--- config.mk ---
export PLATFORM = sky130hd
export DESIGN_NAME = ntt_cmd_sequencer
export DESIGN_NICKNAME = d
export VERILOG_FILES = /design/src/rtl/ntt_cmd_sequencer.sv
export SDC_FILE = /design/constraint.sdc
export NUM_CORES = 1
export LEC_CHECK = 0
export ABC_CLOCK_PERIOD_IN_PS = 7500
export BUFFER_PORTS_ARGS = -buffer_cell sky130_fd_sc_hd__buf_2
export CAP_MARGIN = 20
export CORE_MARGIN = 8
export CORE_UTILIZATION = 34
export DETAILED_ROUTE_END_ITERATION = 6
export SYNTH_ARGS = -nofsm -noshare
export SYNTH_HDL_FRONTEND = slang
export SYNTH_SLANG_ARGS = --single-unit
--- constraint.sdc ---
create_clock -name clk -period 7.5 [get_ports clk]
set_input_delay 0.375 -clock clk [delete_from_list [all_inputs] [get_ports clk]]
set_output_delay 0.375 -clock clk [all_outputs]
set_load 0.005 [all_outputs]
--- src/rtl/ntt_cmd_sequencer.sv ---
// ntt_cmd_sequencer: walks a programmable command table and drives the NTT
// core start/set_state pair. Each entry pulses start for START_LEN cycles,
// then waits a fixed number of cycles or for core_done (with timeout).
// Optional build macro SEQ_LOOP_EN: after an error-free last entry the run
// restarts at entry 0 (seq_done pulses once per pass) until abort or timeout.
module ntt_cmd_sequencer #(
  parameter int STATE_W   = 3,
  parameter int NUM_CMD   = 8,
  parameter int CNT_W     = 16,
  parameter int START_LEN = 3,
  localparam int IDX_W    = $clog2(NUM_CMD)
) (
  input  logic               clk,
  input  logic               rstn,
  input  logic               cfg_we,
  input  logic [IDX_W-1:0]   cfg_addr,
  input  logic [STATE_W-1:0] cfg_state,
  input  logic [CNT_W-1:0]   cfg_wait,
  input  logic               cfg_use_done,
  input  logic [IDX_W:0]     cfg_num,
  input  logic               go,
  input  logic               abort,
  input  logic               core_done,
  output logic [STATE_W-1:0] set_state,
  output logic               start,
  output logic               busy,
  output logic               seq_done,
  output logic               err,
  output logic [IDX_W-1:0]   cur_idx
);

  localparam int SL_W = (START_LEN > 1) ? $clog2(START_LEN) : 1;

  typedef enum logic [2:0] {S_IDLE, S_START, S_WAIT, S_NEXT, S_FIN} state_t;

  state_t               r_state;
  state_t               w_state_nxt;

  logic [STATE_W-1:0]   r_tbl_state [NUM_CMD];
  logic [CNT_W-1:0]     r_tbl_wait  [NUM_CMD];
  logic [NUM_CMD-1:0]   r_tbl_use;

  logic [IDX_W-1:0]     r_idx;
  logic [IDX_W:0]       r_num;
  logic [SL_W-1:0]      r_scnt;
  logic [CNT_W-1:0]     r_cnt;
  logic                 r_err;
  logic                 r_seq_done;

  logic [IDX_W:0]       w_n;
  logic [STATE_W-1:0]   w_ent_state;
  logic [CNT_W-1:0]     w_ent_wait;
  logic                 w_ent_use;
  logic                 w_last;
  logic                 w_start_end;
  logic                 w_expire;
  logic                 w_busy;
  logic                 w_timeout;

  // Requested entry count clipped to the table depth.
  assign w_n         = (cfg_num > (IDX_W+1)'(NUM_CMD)) ? (IDX_W+1)'(NUM_CMD) : cfg_num;
  assign w_ent_state = r_tbl_state[r_idx];
  assign w_ent_wait  = r_tbl_wait[r_idx];
  assign w_ent_use   = r_tbl_use[r_idx];
  assign w_last      = ({1'b0, r_idx} == (r_num - 1'b1));
  assign w_start_end = (r_scnt == SL_W'(START_LEN - 1));
  // Counter holds the remaining wait; the cycle it shows 1 (or 0) is the last one.
  assign w_expire    = (r_cnt <= CNT_W'(1));
  assign w_busy      = (r_state == S_START) || (r_state == S_WAIT) || (r_state == S_NEXT);
  // core_done in the expiring cycle wins over the timeout.
  assign w_timeout   = (r_state == S_WAIT) && w_ent_use && !core_done && w_expire;

  assign start    = (r_state == S_START);
  assign busy     = w_busy;
  assign set_state = w_busy ? w_ent_state : '0;
  assign seq_done = r_seq_done;
  assign err      = r_err;
  assign cur_idx  = r_idx;

  // Command table; writes are locked out while a sequence is running.
  always_ff @(posedge clk) begin
    if (!rstn) begin
      for (int i = 0; i < NUM_CMD; i++) begin
        r_tbl_state[i] <= '0;
        r_tbl_wait[i]  <= '0;
      end
      r_tbl_use <= '0;
    end else if (cfg_we && !w_busy) begin
      r_tbl_state[cfg_addr] <= cfg_state;
      r_tbl_wait[cfg_addr]  <= cfg_wait;
      r_tbl_use[cfg_addr]   <= cfg_use_done;
    end
  end

  // Next-state selection; abort overrides every other transition.
  always_comb begin
    w_state_nxt = r_state;
    case (r_state)
      S_IDLE:  if (go && (w_n != '0)) w_state_nxt = S_START;
      S_START: if (w_start_end) w_state_nxt = (w_ent_use || (w_ent_wait != '0)) ? S_WAIT : S_NEXT;
      S_WAIT: begin
        if (w_ent_use) begin
          if (core_done)     w_state_nxt = S_NEXT;
          else if (w_expire) w_state_nxt = S_FIN;
        end else if (w_expire) begin
          w_state_nxt = S_NEXT;
        end
      end
`ifdef SEQ_LOOP_EN
      S_NEXT:  w_state_nxt = S_START;
`else
      S_NEXT:  w_state_nxt = w_last ? S_FIN : S_START;
`endif
      S_FIN:   w_state_nxt = S_IDLE;
      default: w_state_nxt = S_IDLE;
    endcase
    if (abort) w_state_nxt = S_IDLE;
  end

  // State register plus the per-state counters, index, error and done flags.
  always_ff @(posedge clk) begin
    if (!rstn) begin
      r_state    <= S_IDLE;
      r_idx      <= '0;
      r_num      <= '0;
      r_scnt     <= '0;
      r_cnt      <= '0;
      r_err      <= 1'b0;
      r_seq_done <= 1'b0;
    end else begin
      r_state    <= w_state_nxt;
      r_seq_done <= 1'b0;
      if (!abort) begin
        case (r_state)
          S_IDLE: if (go) begin
            r_num  <= w_n;
            r_err  <= 1'b0;
            r_idx  <= '0;
            r_scnt <= '0;
            if (w_n == '0) r_seq_done <= 1'b1;
          end
          S_START: begin
            r_scnt <= w_start_end ? '0 : r_scnt + 1'b1;
            if (w_start_end) r_cnt <= w_ent_wait;
          end
          S_WAIT: begin
            if (r_cnt != '0) r_cnt <= r_cnt - 1'b1;
            if (w_timeout) r_err <= 1'b1;
          end
          S_NEXT: begin
            r_scnt <= '0;
            if (w_last) begin
              r_seq_done <= 1'b1;
`ifdef SEQ_LOOP_EN
              r_idx <= '0;
`endif
            end else begin
              r_idx <= r_idx + 1'b1;
            end
          end
          default: ;
        endcase
      end
    end
  end

endmodule

# Word-level counts from Yosys, hierarchy flattened
# Memories as Yosys holds them, arrays and structs flattened. A register that Yosys moved wholly into a read port is not among the register bits.
# Index checks and enable logic that the tools add are counted.
dict set report totals {
  output_inout_bits 10
  latchBits 0
  mem_bits_ro 0
  ram_bits 152
  elab_cells 109
  inputBits 33
  n_memories 2
  reg_bits 38
}
dict set report classes {
  n_reduce_logical 29
  n_addsub 4
  eq_ne 13
  div 0
  n_shift 0
  n_mul 0
  n_lt_le_gt_ge 5
  bitwise_logic 2
  muxes 46
}
# name words width rd rd_ports_with_merged_regs wr line_no
set mem_list {}
lappend mem_list {r_tbl_wait 8 16 1 1 8 40} ;# logic [CNT_W-1:0] r_tbl_wait [NUM_CMD];
lappend mem_list {r_tbl_state 8 3 1 1 8 39} ;# logic [STATE_W-1:0] r_tbl_state [NUM_CMD];
# cell n
set op_table {}
lappend op_table {{2-to-1 mux 3 bit} 17}
lappend op_table {{2-to-1 mux 16 bit} 3}
lappend op_table {{one-hot mux 16 bit (2 select lines)} 1}
lappend op_table {{nonzero test 16 bit} 2}
lappend op_table {{less-or-equal comparator 16 x 1 -> 1 bit, second input constant} 1}
lappend op_table {{AND reduction 4 bit} 4}
lappend op_table {{OR reduction 16 bit} 1}
lappend op_table {{subtractor 16 x 1 -> 16 bit, second input constant} 1}
lappend op_table {{2-to-1 mux 1 bit} 14}
lappend op_table {{one-hot mux 3 bit (4 select lines)} 1}
lappend op_table {{bitwise mux 8 bit} 1}
lappend op_table {{less-than comparator 3 x 4 -> 1 bit, second input constant} 2}
lappend op_table {{!= test 2 bit, second input constant} 4}
lappend op_table {{equality test 3 x 2 -> 1 bit, second input constant} 2}
lappend op_table {{logical AND 1 bit} 6}
lappend op_table {{!= test 3 bit, second input constant} 2}
lappend op_table {{one-hot mux 2 bit (3 select lines)} 1}
lappend op_table {{one-hot mux 3 bit (2 select lines)} 1}
lappend op_table {{AND reduction 3 bit} 2}
lappend op_table {{nonzero test 2 bit} 3}
lappend op_table {{equality test 3 x 4 -> 1 bit} 1}
lappend op_table {{greater-than comparator 4 bit, second input constant} 1}
lappend op_table {{logical NOT 4 bit} 1}
lappend op_table {{2-to-1 mux 2 bit} 2}
lappend op_table {{other kinds (19)} 25}

# Depth between registers and ports, before layout
# Gate-level depths: netlist (run 1).
dict set report depth {
  ltp_word 10
  ltp_mapped 9
}

# Worst setup path after synthesis (run 1)
# Ideal clock, no wire load.
dict set report synth_path {
  path_type {flip-flop to flip-flop}
  startpoint {reg r_state[0]}
  endpoint {mem r_tbl_state[1][0] (enable)}
  path_buffers 1
  stages_incl_launch_ff 5
  slack_ns 4.654
  synth_period_minus_slack_ns 2.846
  required_time_ns 7.072
  setup_time_ns 0.428
  t_arrival_ns 2.419
  cell_sequence {dfxtp_1 buf_4 o21bai_2 nand3_1 o31ai_1}
}
# item line_no
set synth_rtl {}
lappend synth_rtl {{start: declaration} 36} ;# state_t r_state;
lappend synth_rtl {{start signal: assignment} 131} ;# r_state <= w_state_nxt;
lappend synth_rtl {{end: declaration} 39}

==> results of run 1 <==
-- routing by layer --
layer  vias to the layer above  GRT usage, %  share of wire, %
li1                       2843             -                 -
met1                      2949          18.8                46
met2                       162          23.4                48
met3                        15          2.91               4.9
met4                         0          2.82              0.73
met5                         -             0                 0
-- per-stage QoR --
step                      instance area, sq um  cells  power [mW]  util (%)  setup slack [ns]
final                                    10600   1147        2.27      39.2              4.88
after global placement                    9960   1114        1.35      36.9              4.88
after floorplan                           9350    758        1.29         -              4.65
after detailed placement                  9960   1114        1.36      36.9              4.82
after CTS                                10600   1146        2.28      39.2              4.86
after global routing                     10600   1146        2.33      39.2              4.72
-- layout make-up --
class,count,area [sq um]
clock buffer,17,425
sequential,193,5390
fill,2552,16400
tap,341,427
multi-input combinational,497,3710
inverter,24,90.1
antenna,1,2.50
timing repair buffer,59,338
clock inverter,15,184
-- logic make-up (layout without fill, tap and decap cells) --
logic type / Yosys count / after routing / synth area share [%]
adders and majority gates: 5 / 5 / 0.669
AOI/OAI and AO/OA: 128 / 128 / 9.01
other: 0 / 1 / 0
and+or+nand+nor: 303 / 303 / 19.0
buffers and inverters: 68 / 115 / 3.35
DFF: 193 / 193 / 57.6
xor gates and xnor gates: 3 / 3 / 0.281
muxes: 58 / 58 / 10.0
-- flip-flops by register name, indices dropped and copies added, names as in the netlist, named ones only --
register	count
r_tbl_use	8
seq_done	1
err	1
r_num	4
r_tbl_state	24
r_scnt	2
r_cnt	16
r_state	3
cur_idx	3
r_tbl_wait	128
-- worst max-delay path: stages, from the launching register on --
cell and delay (ns):
sky130_fd_sc_hd__dfxtp_2 0.32, sky130_fd_sc_hd__buf_4 0.53, sky130_fd_sc_hd__mux4_2 0.60, sky130_fd_sc_hd__nand2b_1 0.18
sky130_fd_sc_hd__a22oi_1 0.22, sky130_fd_sc_hd__nand4_1 0.20, sky130_fd_sc_hd__nor4_1 0.33, sky130_fd_sc_hd__or3_1 0.16
-- path summary, 6_finish.rpt --
check	startpoint	end	slack (ns)	cells past startpoint
worst max-delay path	register	r_state[0]	4.88	7
worst min-delay path	cfg_num[3]	r_num[3]	0.24	3
worst max register to register	register	r_state[0]	4.88	7
worst min register to register	r_tbl_use[5]	r_tbl_use[5]	0.46	2
-- cell usage in the layout (no fill, tap or decap), types with 4 or more instances in the layout --
cell type                   instances
sky130_fd_sc_hd__a21boi_1           5
sky130_fd_sc_hd__a21oi_1           26
sky130_fd_sc_hd__a22oi_1           21
sky130_fd_sc_hd__a31oi_1            7
sky130_fd_sc_hd__and2_1           155
sky130_fd_sc_hd__buf_2             42
sky130_fd_sc_hd__buf_4             17
sky130_fd_sc_hd__clkbuf_16         17
sky130_fd_sc_hd__dfxtp_1           38
sky130_fd_sc_hd__edfxtp_1         152
sky130_fd_sc_hd__ha_1               5
sky130_fd_sc_hd__inv_1             23
sky130_fd_sc_hd__inv_8              6
sky130_fd_sc_hd__mux2i_1           30
sky130_fd_sc_hd__mux4_2            25
sky130_fd_sc_hd__nand2_1           36
sky130_fd_sc_hd__nand2b_1          15
sky130_fd_sc_hd__nand3_1            6
sky130_fd_sc_hd__nand4_1            5
sky130_fd_sc_hd__nor2_1            32
sky130_fd_sc_hd__nor2b_1           13
sky130_fd_sc_hd__nor3_1            11
sky130_fd_sc_hd__nor3b_1            4
sky130_fd_sc_hd__nor4_1             7
sky130_fd_sc_hd__o21ai_0           12
sky130_fd_sc_hd__o21ai_1           22
sky130_fd_sc_hd__o21ai_2            8
-- power groups by stage --
| stage | logic, mW | clock network [mW] | registers, mW |
|---|---|---|---|
| after floorplan | 0.0680 | 0 | 1.22 |
| after global placement | 0.127 | 0 | 1.23 |
| after detailed placement | 0.128 | 0 | 1.23 |
| after CTS | 0.128 | 0.952 | 1.20 |
| after global routing | 0.138 | 0.988 | 1.21 |
| final | 0.127 | 0.938 | 1.20 |
==> out/summary.md, run 1 <==
## Outcome
• outcome: finished, final reports clean

## Drt
• count of antenna-violating nets left after detailed routing: 0
• number of DRC markers after the initial detailed-route iteration: 479
• length of the first detailed-routing pass in iterations: 5
• Wirelength per Cell: 20.0 microns
• drt drc: 0
• total routed wirelength: 23,000 microns
• Via Count: 5,969
• post-detailed-route via-to-cell ratio: 5.20

## Floorplanning
• die boundary width: 182 microns
• effective utilization at floorplan: 34.7%
• I/O Pins: 43
• cell row count: 60
• placeable core region: 27,000 sq um
• vertical extent of the die: 182 microns
• DIE AREA: 33,000 sq um

## Yosys
• number of synthesized flops with an enable pin: 152
• share of the yosys chip area belonging to registers: 57.6%
• library cell with the highest instance count after synthesis: sky130_fd_sc_hd__and2_1
• average cell area after synthesis: 12.3 sq um
• number of distinct library cells after synthesis: 63
• Post-synth top cells: sky130_fd_sc_hd__and2_1, sky130_fd_sc_hd__edfxtp_1, sky130_fd_sc_hd__dfxtp_1, sky130_fd_sc_hd__nand2_1, sky130_fd_sc_hd__nor2_1
• post-synthesis instance area: 9350 sq um
• most used flip-flop cell after synthesis: sky130_fd_sc_hd__edfxtp_1
• dominant cell type by area after synthesis: sky130_fd_sc_hd__edfxtp_1
• Yosys warning total: 0
• cell types with the largest area share after synthesis: sky130_fd_sc_hd__edfxtp_1, sky130_fd_sc_hd__and2_1, sky130_fd_sc_hd__dfxtp_1, sky130_fd_sc_hd__mux4_2, sky130_fd_sc_hd__mux2i_1
• top cell type's share of synthesized area: 48.8%
• ys async rst share: 0%
• count of state elements after synthesis: 193
• synthesized net count: 796
• synthesized instance count: 758

## Pwr
• net switching power figure: 552 uW
• largest voltage drop on the vdd net: 0.124 mV
• pwr/cell area: 215 nW/um^2
• internal power component: 1.72 mW
• Switching Fraction: 24.3%
• share of total power in combinational logic: 5.6%
• clock network fraction of total power: 41.3%
• Pleak: 3.83 nW
• share of power burned in registers: 53.1%

## GRT
• Overall Global Routing Usage: 14.1%
• number of global-route vias before repair: 5,932
• maximum number of pins on one net before global-route repair: 42
• Remaining Overflow, GRT: 0
• wire length of the first global-routing pass: 35,600 microns
• antenna violations before repair: 0

## STA
• max-slew violation count: 0
• period utilization: 34.9%
• setup TNS: 0 ns
• Final Hold Violating Endpoints: 0
• worst-case clock skew: 0.0137 ns
• unrepaired setup endpoints after global routing: no
• setup-violating endpoint count in the final report: 0
• minimum period implied by the final worst setup slack: 2.62 ns
• final hold slack: 0.235 ns
• Slew HR: 34.3%
• measured slew at the worst slew-check pin: 0.986 ns
• max frequency: 0.382 GHz

## Clocking
• clock insertion delay at the later pin of the skew report: 0.43 ns
• H-tree level count: 4
• post-CTS sizing: 0
• clock tree from TritonCTS: built
• post-CTS setup buffer count: 0
• buffers from clock root to sink, at most: 2
• clk sinks: 193
• quantity of hold-fixing buffers added after cts: 0
• root cell of the clock tree: sky130_fd_sc_hd__clkbuf_16
• post-CTS clock slew at the launch and capture registers of the worst setup and hold paths: 0.07 ns
• number of buffers created by CTS: 17

## Cells and area
• fraction of layout cells with a size suffix above 1: 17.6%
• post-layout net count: 830
• P&R area growth vs syn: 13.1%

## Placed design
• number of port buffers: 42
• final weighted congestion in routability-driven placement: 0.815
• post-detailed-placement half-perimeter wirelength: 14,700 microns

## Run
• number of violations of the max-capacitance limit: 0

## Critical path
• Arrival @ worst endpoint: 2.99 ns
• critical path peak fanout: 39
• data required time of the critical path: 7.88 ns
• kind of capture point of the worst setup path: register
• critical path class: reg -> reg
• type of element launching the critical path: register

## Hold path
• Worst Hold Class: in -> reg

Power figures use the tool's default switching activity.
==> run 2, diff against run 1 <==
--- a/config.mk
+++ b/config.mk
@@ -5,7 +5,8 @@
 export SDC_FILE = /design/constraint.sdc
 export NUM_CORES = 1
 export LEC_CHECK = 0
-export ABC_CLOCK_PERIOD_IN_PS = 7500
+export ABC_AREA = 1
+export ABC_CLOCK_PERIOD_IN_PS = 2170
 export BUFFER_PORTS_ARGS = -buffer_cell sky130_fd_sc_hd__buf_2
 export CAP_MARGIN = 20
 export CORE_MARGIN = 8
==> constraint.sdc (replaced) <==
create_clock -name clk -period 2.17 [get_ports clk]
set_input_delay 0.1085 -clock clk [delete_from_list [all_inputs] [get_ports clk]]
set_output_delay 0.1085 -clock clk [all_outputs]
set_load 0.005 [all_outputs]
==> out/summary.md, run 2 <==
## Pwr
• total power after layout: 8.05 mW, +250%
• largest voltage drop on the vdd net: 0.499 mV, +300%
• pwr/cell area: 749 nW/um^2, +250%
• Pleak: 4.59 nW, +20%

## STA
• unrepaired setup endpoints after global routing: no
• period utilization: 95.4%
• Final Hold Violating Endpoints: 0, unchanged
• setup TNS: 0 ns, unchanged
• minimum period implied by the final worst setup slack: 2.07 ns
• final hold slack: 0.0425 ns, -0.193 ns
• max frequency: 0.483 GHz
• Slew HR: 66.0%, +32 points
• max-slew violation count: 0, unchanged
• setup-violating endpoint count in the final report: 0, unchanged
• measured slew at the worst slew-check pin: 0.509 ns, -0.477 ns
• worst-case clock skew: 0.00953 ns, -0.00420 ns

## GRT
• layer with the highest usage after global routing: met2
• met1 track demand over resource: 20.6%, +1.8 points
• Remaining Overflow, GRT: 0, unchanged
• Overall Global Routing Usage: 15.9%, +1.9 points
• wire length of the first global-routing pass: 41,100 microns, +15%
• maximum number of pins on one net before global-route repair: 34, -19%
• grt met2 use: 27.0%, +3.6 points
• antenna violations before repair: 0, unchanged
• global-route track usage on met3: 2.63%, -0.28 points
• number of global-route vias before repair: 7,355, +24%

## Yosys
• Compound-Gate Fraction of Synth Area: 8.46%, -0.55 points
• cell types with the largest area share after synthesis: sky130_fd_sc_hd__edfxtp_1, sky130_fd_sc_hd__nor2_1, sky130_fd_sc_hd__nand2_1, sky130_fd_sc_hd__dfxtp_1, sky130_fd_sc_hd__inv_1
• share of the yosys chip area belonging to registers: 57.9%, +0.24 points
• mux cell area share after synthesis: 0%, -10 points
• Yosys warning total: 0, unchanged
• fraction of the mapped netlist area in adder cells: 0.672%, +0.0028 points
• library cell with the highest instance count after synthesis: sky130_fd_sc_hd__nor2_1
• ys async rst share: 0%, unchanged
• most used flip-flop cell after synthesis: sky130_fd_sc_hd__edfxtp_1
• synthesized net count: 1,122, +41%
• number of synthesized flops with an enable pin: 152, unchanged
• count of state elements after synthesis: 193, unchanged
• Synth Area in XOR/XNOR: 1.04%, +0.75 points
• number of distinct library cells after synthesis: 40, -37%
• combinational family with the most area after synthesis: simple AND/OR/NAND/NOR gates
• Post-synth top cells: sky130_fd_sc_hd__nor2_1, sky130_fd_sc_hd__nand2_1, sky130_fd_sc_hd__edfxtp_1, sky130_fd_sc_hd__inv_1, sky130_fd_sc_hd__o21ai_0
• post-synthesis instance area: 9310 sq um, -0.42%
• synthesized instance count: 1,084, +43%
• dominant cell type by area after synthesis: sky130_fd_sc_hd__edfxtp_1
• top cell type's share of synthesized area: 49.0%, +0.20 points
• average cell area after synthesis: 8.59 sq um, -30%
• simple logic cell fraction of the synthesized area: 24.9%, +5.8 points

## Drt
• total routed wirelength: 26,100 microns, +13%
• Via Count: 7,527, +26%
• post-detailed-route via-to-cell ratio: 5.04, -3.1%
• length of the first detailed-routing pass in iterations: 5, unchanged
• drt drc: 0, unchanged
• number of DRC markers after the initial detailed-route iteration: 788, +65%
• Wirelength per Cell: 17.5 microns, -13%
• count of antenna-violating nets left after detailed routing: 0, unchanged

## Floorplanning
• effective utilization at floorplan: 34.5%, -0.14 points
• cell row count: 60, unchanged
• DIE AREA: 32,900 sq um, -0.38%
• placeable core region: 27,000 sq um, unchanged
• die boundary width: 181 microns, -0.19%
• vertical extent of the die: 181 microns, -0.19%
• I/O Pins: 43, unchanged

## Critical path
• worst reg-to-reg setup slack: 0.17 ns, -4.71 ns
• FF-to-FF path depth: 9, +2
• critical path class: reg -> out
• largest delay contributor family on the critical path: buffers and inverters
• kind of capture point of the worst setup path: output pin
• cell with the largest stage delay on the worst path: sky130_fd_sc_hd__dfxtp_4
• sequence of cells on the critical path: inv_8 -> buf_12 -> nor2_1 -> o221a_2 -> nor3_1 -> buf_2
• type of element launching the critical path: register
• Arrival @ worst endpoint: 1.96 ns, -1.03 ns
• Max stage delay on crit path: 0.39 ns, -0.21 ns
• RR Startpoint: r_num[0]
• critical path peak fanout: 26, -33%
• data required time of the critical path: 2.06 ns, -5.82 ns
• worst path bufs/invs: 3, +2

## Cells and area
• Biggest register: r_tbl_wait
• top library cells by usage in the layout, fill and taps aside: sky130_fd_sc_hd__nor2_1, sky130_fd_sc_hd__nand2_1, sky130_fd_sc_hd__edfxtp_1
• P&R area growth vs syn: 15.5%
• fraction of layout cells with a size suffix above 1: 12.8%, -4.9 points
• most common library cell in the layout ignoring fill and taps: sky130_fd_sc_hd__nor2_1
• combined flip-flop and latch cell area: 5390 sq um, unchanged
• area of the multi-input gates: 3270 sq um, -12%
• ant diodes: 0, -1
• largest registers ranked by flip-flop count: r_tbl_wait x128, r_tbl_state x24, r_cnt x16
• count of filler cells inserted in the layout: 2,650, +3.8%
• max reg flops: 128, unchanged
• final standard cell area without fillers: 10,700 sq um, +1.7%
• post-layout net count: 1,177, +42%

## Hold path
• hold path startpoint: cfg_num[3]
• end point of the worst hold path: r_num[3]
• Worst Hold Class: in -> reg
• Worst Hold Depth: 3, unchanged

## Clocking
• root cell of the clock tree: sky130_fd_sc_hd__clkbuf_16
• post-CTS clock slew at the launch and capture registers of the worst setup and hold paths: 0.07 ns, about the same
• H-tree level count: 4, unchanged
• clk sinks: 193, unchanged
• number of buffers created by CTS: 17, unchanged
• clock insertion delay at the later pin of the skew report: 0.43 ns, about the same
• buffers from clock root to sink, at most: 2, unchanged
• clock tree from TritonCTS: built

## Run
• number of violations of the max-capacitance limit: 0, unchanged

## Placed design
• number of port buffers: 42, unchanged
• placed cell areas: 10,100 sq um, +1.1%
• final weighted congestion in routability-driven placement: 0.870, +6.7%
• post-detailed-placement half-perimeter wirelength: 17,400 microns, +19%

## Outcome
• outcome: finished, final reports clean

==> run 2: cell count changes after synthesis, sizes merged, moves of 13 or more <==
| cell | change |
|---|---|
| nor2 | +235 |
| nand2 | +218 |
| and2 | -156 |
| inv | +75 |
| o21ai | +37 |
| nand3 | +32 |
| mux2i | -31 |
| mux4 | -27 |
| a22oi | -20 |
| buf | +18 |
| nand2b | -16 |
| nor2b | -13 |
==> run 2: cell families after synthesis <==
| group | count (synthesis) |
|---|---|
| flops | 193 |
| xor+xnor | 11 |
| fa+ha+maj | 5 |
| buf+inv | 155 |
| compound gates | 137 |
| simple gates | 583 |
==> run 2: cell type report <==
class,instances,share of cell area [%]
Tap cell,341,3.97
Multi-Input combinational cell,736,30.4
Sequential cell,193,50.1
Clock inverter,9,0.419
Inverter,100,3.56
Timing Repair Buffer,91,6.33
Clock buffer,23,5.15
==> run 2: timing repair <==
item,4_1_cts,5_1_grt
cloned,0,0
pin swaps,0,0
hold endpoints to repair,3,0
hold buffers,5,0
endpoints found under the setup margin,2,5
gates resized for setup,2,8
setup buffers,0,0
==> run 2: worst max-delay path by stage <==
stage,start,to,slack (ns),cells past startpoint
floorplan,r_state[2],r_tbl_state[4][0],0.14,9
CTS,register,set_state[2],0.02,5
global placement,r_num[0],register,0.20,9
detailed placement,r_num[0],register,0.14,9
global route,r_num[0],register,0.01,10
finish,register,set_state[1],0.10,6
==> run 2: report_power, final <==
| part | internal (mW) | total [mW] | switching (mW) | leakage [nW] |
|---|---|---|---|---|
| combinational | 0.228 | 0.699 | 0.471 | 2.36 |
| sequential | 4.13 | 4.19 | 0.0597 | 1.92 |
| clock | 1.79 | 3.16 | 1.37 | 0.312 |
| total | 6.15 | 8.05 | 1.90 | 4.59 |
==> run 2: worst reg2reg max path, cell delays in order (launching register included) <==
cell,delay [ns]
sky130_fd_sc_hd__dfxtp_1,0.38
sky130_fd_sc_hd__inv_1,0.08
sky130_fd_sc_hd__ha_1,0.30
sky130_fd_sc_hd__xnor2_1,0.12
sky130_fd_sc_hd__a21oi_1,0.13
sky130_fd_sc_hd__nand4_1,0.18
sky130_fd_sc_hd__or2_1,0.30
sky130_fd_sc_hd__nand2_1,0.12
sky130_fd_sc_hd__inv_1,0.08
sky130_fd_sc_hd__a21oi_2,0.20
==> run 2: metal layers <==
metal	routed length (microns)	vias to the layer above	part of all wire, %
met5	0	-	0
met4	471	0	1.8
met3	1530	37	5.9
met2	12700	251	49
met1	11400	3603	44
li1	-	3636	-
==> run 2: stage by stage <==
step | std cells | utilization [%] | setup WS (ns)
floorplan | 1084 | - | 0.140
global placement | 1456 | 37.4 | 0.198
detailed placement | 1456 | 37.4 | 0.145
CTS | 1493 | 39.8 | 0.0158
global route | 1493 | 39.9 | 0.0109
finish | 1493 | 39.9 | 0.101
==> run 3, diff against run 2 <==
--- a/config.mk
+++ b/config.mk
@@ -12,6 +12,8 @@
 export CORE_MARGIN = 8
 export CORE_UTILIZATION = 34
 export DETAILED_ROUTE_END_ITERATION = 6
+export MAX_ROUTING_LAYER = met4
+export SKIP_CTS_REPAIR_TIMING = 1
 export SYNTH_ARGS = -nofsm -noshare
 export SYNTH_HDL_FRONTEND = slang
 export SYNTH_SLANG_ARGS = --single-unit
==> out/summary.md, run 3 (synthesized netlist as in run 2, its figures left out) <==
## Clocking
• clock insertion delay at the later pin of the skew report: 0.43 ns, about the same
• post-CTS clock slew at the launch and capture registers of the worst setup and hold paths: 0.07 ns, about the same
• clock tree from TritonCTS: built
• number of buffers created by CTS: 17, unchanged
• root cell of the clock tree: sky130_fd_sc_hd__clkbuf_16
• H-tree level count: 4, unchanged
• clk sinks: 193, unchanged
• buffers from clock root to sink, at most: 2, unchanged

## Floorplanning
• cell row count: 60, unchanged
• I/O Pins: 43, unchanged
• effective utilization at floorplan: 34.5%, unchanged
• die boundary width: 181 microns, unchanged
• placeable core region: 27,000 sq um, unchanged
• DIE AREA: 32,900 sq um, unchanged
• vertical extent of the die: 181 microns, unchanged

## Placed design
• final weighted congestion in routability-driven placement: 0.884, +1.6%
• post-detailed-placement half-perimeter wirelength: 17,400 microns, unchanged
• placed cell areas: 10,100 sq um, unchanged
• number of port buffers: 42, unchanged

## Critical path
• sequence of cells on the critical path: inv_8 -> buf_12 -> nor2_1 -> o221a_2 -> nor3_1 -> buf_2
• Max stage delay on crit path: 0.39 ns, about the same
• worst reg-to-reg setup slack: 0.18 ns, about the same
• kind of capture point of the worst setup path: output pin
• critical path peak fanout: 26, unchanged
• FF-to-FF path depth: 10, +1
• Arrival @ worst endpoint: 1.96 ns, about the same
• data required time of the critical path: 2.06 ns, about the same
• type of element launching the critical path: register
• cell with the largest stage delay on the worst path: sky130_fd_sc_hd__dfxtp_4
• RR Startpoint: r_num[0]
• critical path class: reg -> out

## Pwr
• Switching Fraction: 23.7%, +0.035 points
• share of power burned in registers: 52.0%, about the same
• clock network fraction of total power: 39.3%, about the same
• net switching power figure: 1.91 mW, +0.16%
• internal power component: 6.14 mW, about the same
• pwr/cell area: 750 nW/um^2, +0.20%
• Pleak: 4.59 nW, -0.12%
• largest voltage drop on the vdd net: 0.497 mV, -0.34%
• share of total power in combinational logic: 8.7%, about the same

## GRT
• layer with the highest usage after global routing: met2
• met1 track demand over resource: 20.6%, +0.050 points
• maximum number of pins on one net before global-route repair: 34, unchanged
• number of global-route vias before repair: 7,303, -0.71%
• antenna violations before repair: 0, unchanged
• Overall Global Routing Usage: 16.3%, +0.39 points
• wire length of the first global-routing pass: 41,000 microns, -0.34%
• grt met2 use: 26.7%, -0.21 points
• global-route track usage on met3: 2.51%, -0.12 points
• Remaining Overflow, GRT: 0, unchanged

## Cells and area
• ant diodes: 0, unchanged
• fraction of layout cells with a size suffix above 1: 12.8%, +0.022 points
• Biggest register: r_tbl_wait
• P&R area growth vs syn: 15.3%
• end-of-flow core utilization: 39.8%, -0.074 points
• post-layout net count: 1,175, -0.17%
• top library cells by usage in the layout, fill and taps aside: sky130_fd_sc_hd__nor2_1, sky130_fd_sc_hd__nand2_1, sky130_fd_sc_hd__edfxtp_1
• largest registers ranked by flip-flop count: r_tbl_wait x128, r_tbl_state x24, r_cnt x16
• count of filler cells inserted in the layout: 2,652, +0.075%
• most common library cell in the layout ignoring fill and taps: sky130_fd_sc_hd__nor2_1
• max reg flops: 128, unchanged
• final standard cell area without fillers: 10,700 sq um, -0.19%

## STA
• measured slew at the worst slew-check pin: 0.521 ns, +0.0116 ns
• Slew HR: 65.3%, -0.77 points
• Final Hold Violating Endpoints: 0, unchanged
• setup-violating endpoint count in the final report: 0, unchanged
• period utilization: 95.4%, about the same
• final hold slack: 0.00970 ns, -0.0328 ns
• worst-case clock skew: 0.0104 ns, +0.000884 ns
• max-slew violation count: 0, unchanged
• unrepaired setup endpoints after global routing: no
• max frequency: 0.483 GHz, about the same
• minimum period implied by the final worst setup slack: 2.07 ns, +0.000650 ns
• setup TNS: 0 ns, unchanged

## Hold path
• end point of the worst hold path: r_num[1]
• hold path startpoint: cfg_num[3]
• Worst Hold Class: in -> reg
• Worst Hold Depth: 4, +1

## Drt
• number of DRC markers after the initial detailed-route iteration: 798, +1.3%
• count of antenna-violating nets left after detailed routing: 0, unchanged
• Wirelength per Cell: 17.4 microns, -0.23%
• total routed wirelength: 26,000 microns, -0.37%
• drt drc: 0, unchanged
• length of the first detailed-routing pass in iterations: 5, unchanged
• Via Count: 7,482, -0.60%
• post-detailed-route via-to-cell ratio: 5.02, -0.46%

## Outcome
• outcome: finished, final reports clean

## Run
• number of violations of the max-capacitance limit: 0, unchanged

-- run 3: cell count changes in the layout (fill, tap and decap cells not counted), sizes merged --
cell / delta
dlygate4sd3: -2
-- run 3: worst max-delay path by stage --
stage | end | cells after the start
2_1_floorplan | r_tbl_state[4][0] | 9
3_3_place_gp | register | 9
3_5_place_dp | register | 9
4_1_cts | set_state[2] | 5
5_1_grt | register | 10
6_report | set_state[1] | 6
-- run 3: cell type report --
cell class                      count  area, sq um  area share (%)
Multi-Input combinational cell    736         3270            30.5
Tap cell                          341          427            3.98
Clock buffer                       23          553            5.16
Timing Repair Buffer               89          661            6.16
Clock inverter                      9         45.0           0.420
Sequential cell                   193         5390            50.2
Inverter                          100          383            3.57
-- run 3: power by group through the flow --
stage                     Combinational (mW)  Sequential [mW]  Clock [mW]
final                                  0.697             4.19        3.16
after global routing                   0.773             4.20        3.36
after CTS                              0.692             4.19        3.20
after floorplan                        0.444             4.25           0
after detailed placement               0.688             4.27           0
after global placement                 0.682             4.27           0
-- run 3: worst max-delay path, delay by kind of cell (launching register included) --
kind            cells  cell delay, ns
flops               1            0.39
simple gates        2            0.32
compound gates      1            0.29
buf+inv             3            0.52
-- run 3: routing by layer --
metal | wire (microns) | vias up
met2 | 12600 | 225
met5 | 0 | -
met3 | 1370 | 42
li1 | - | 3633
met1 | 11400 | 3582
met4 | 509 | 0
-- run 3: through the flow --
stage               std cells  power (mW)  setup slack [ns]
finish                   1491        8.05             0.100
global route             1491        8.33            0.0109
CTS                      1488        8.08           -0.0423
detailed placement       1456        4.96             0.145
global placement         1456        4.95             0.198
floorplan                1084        4.69             0.140
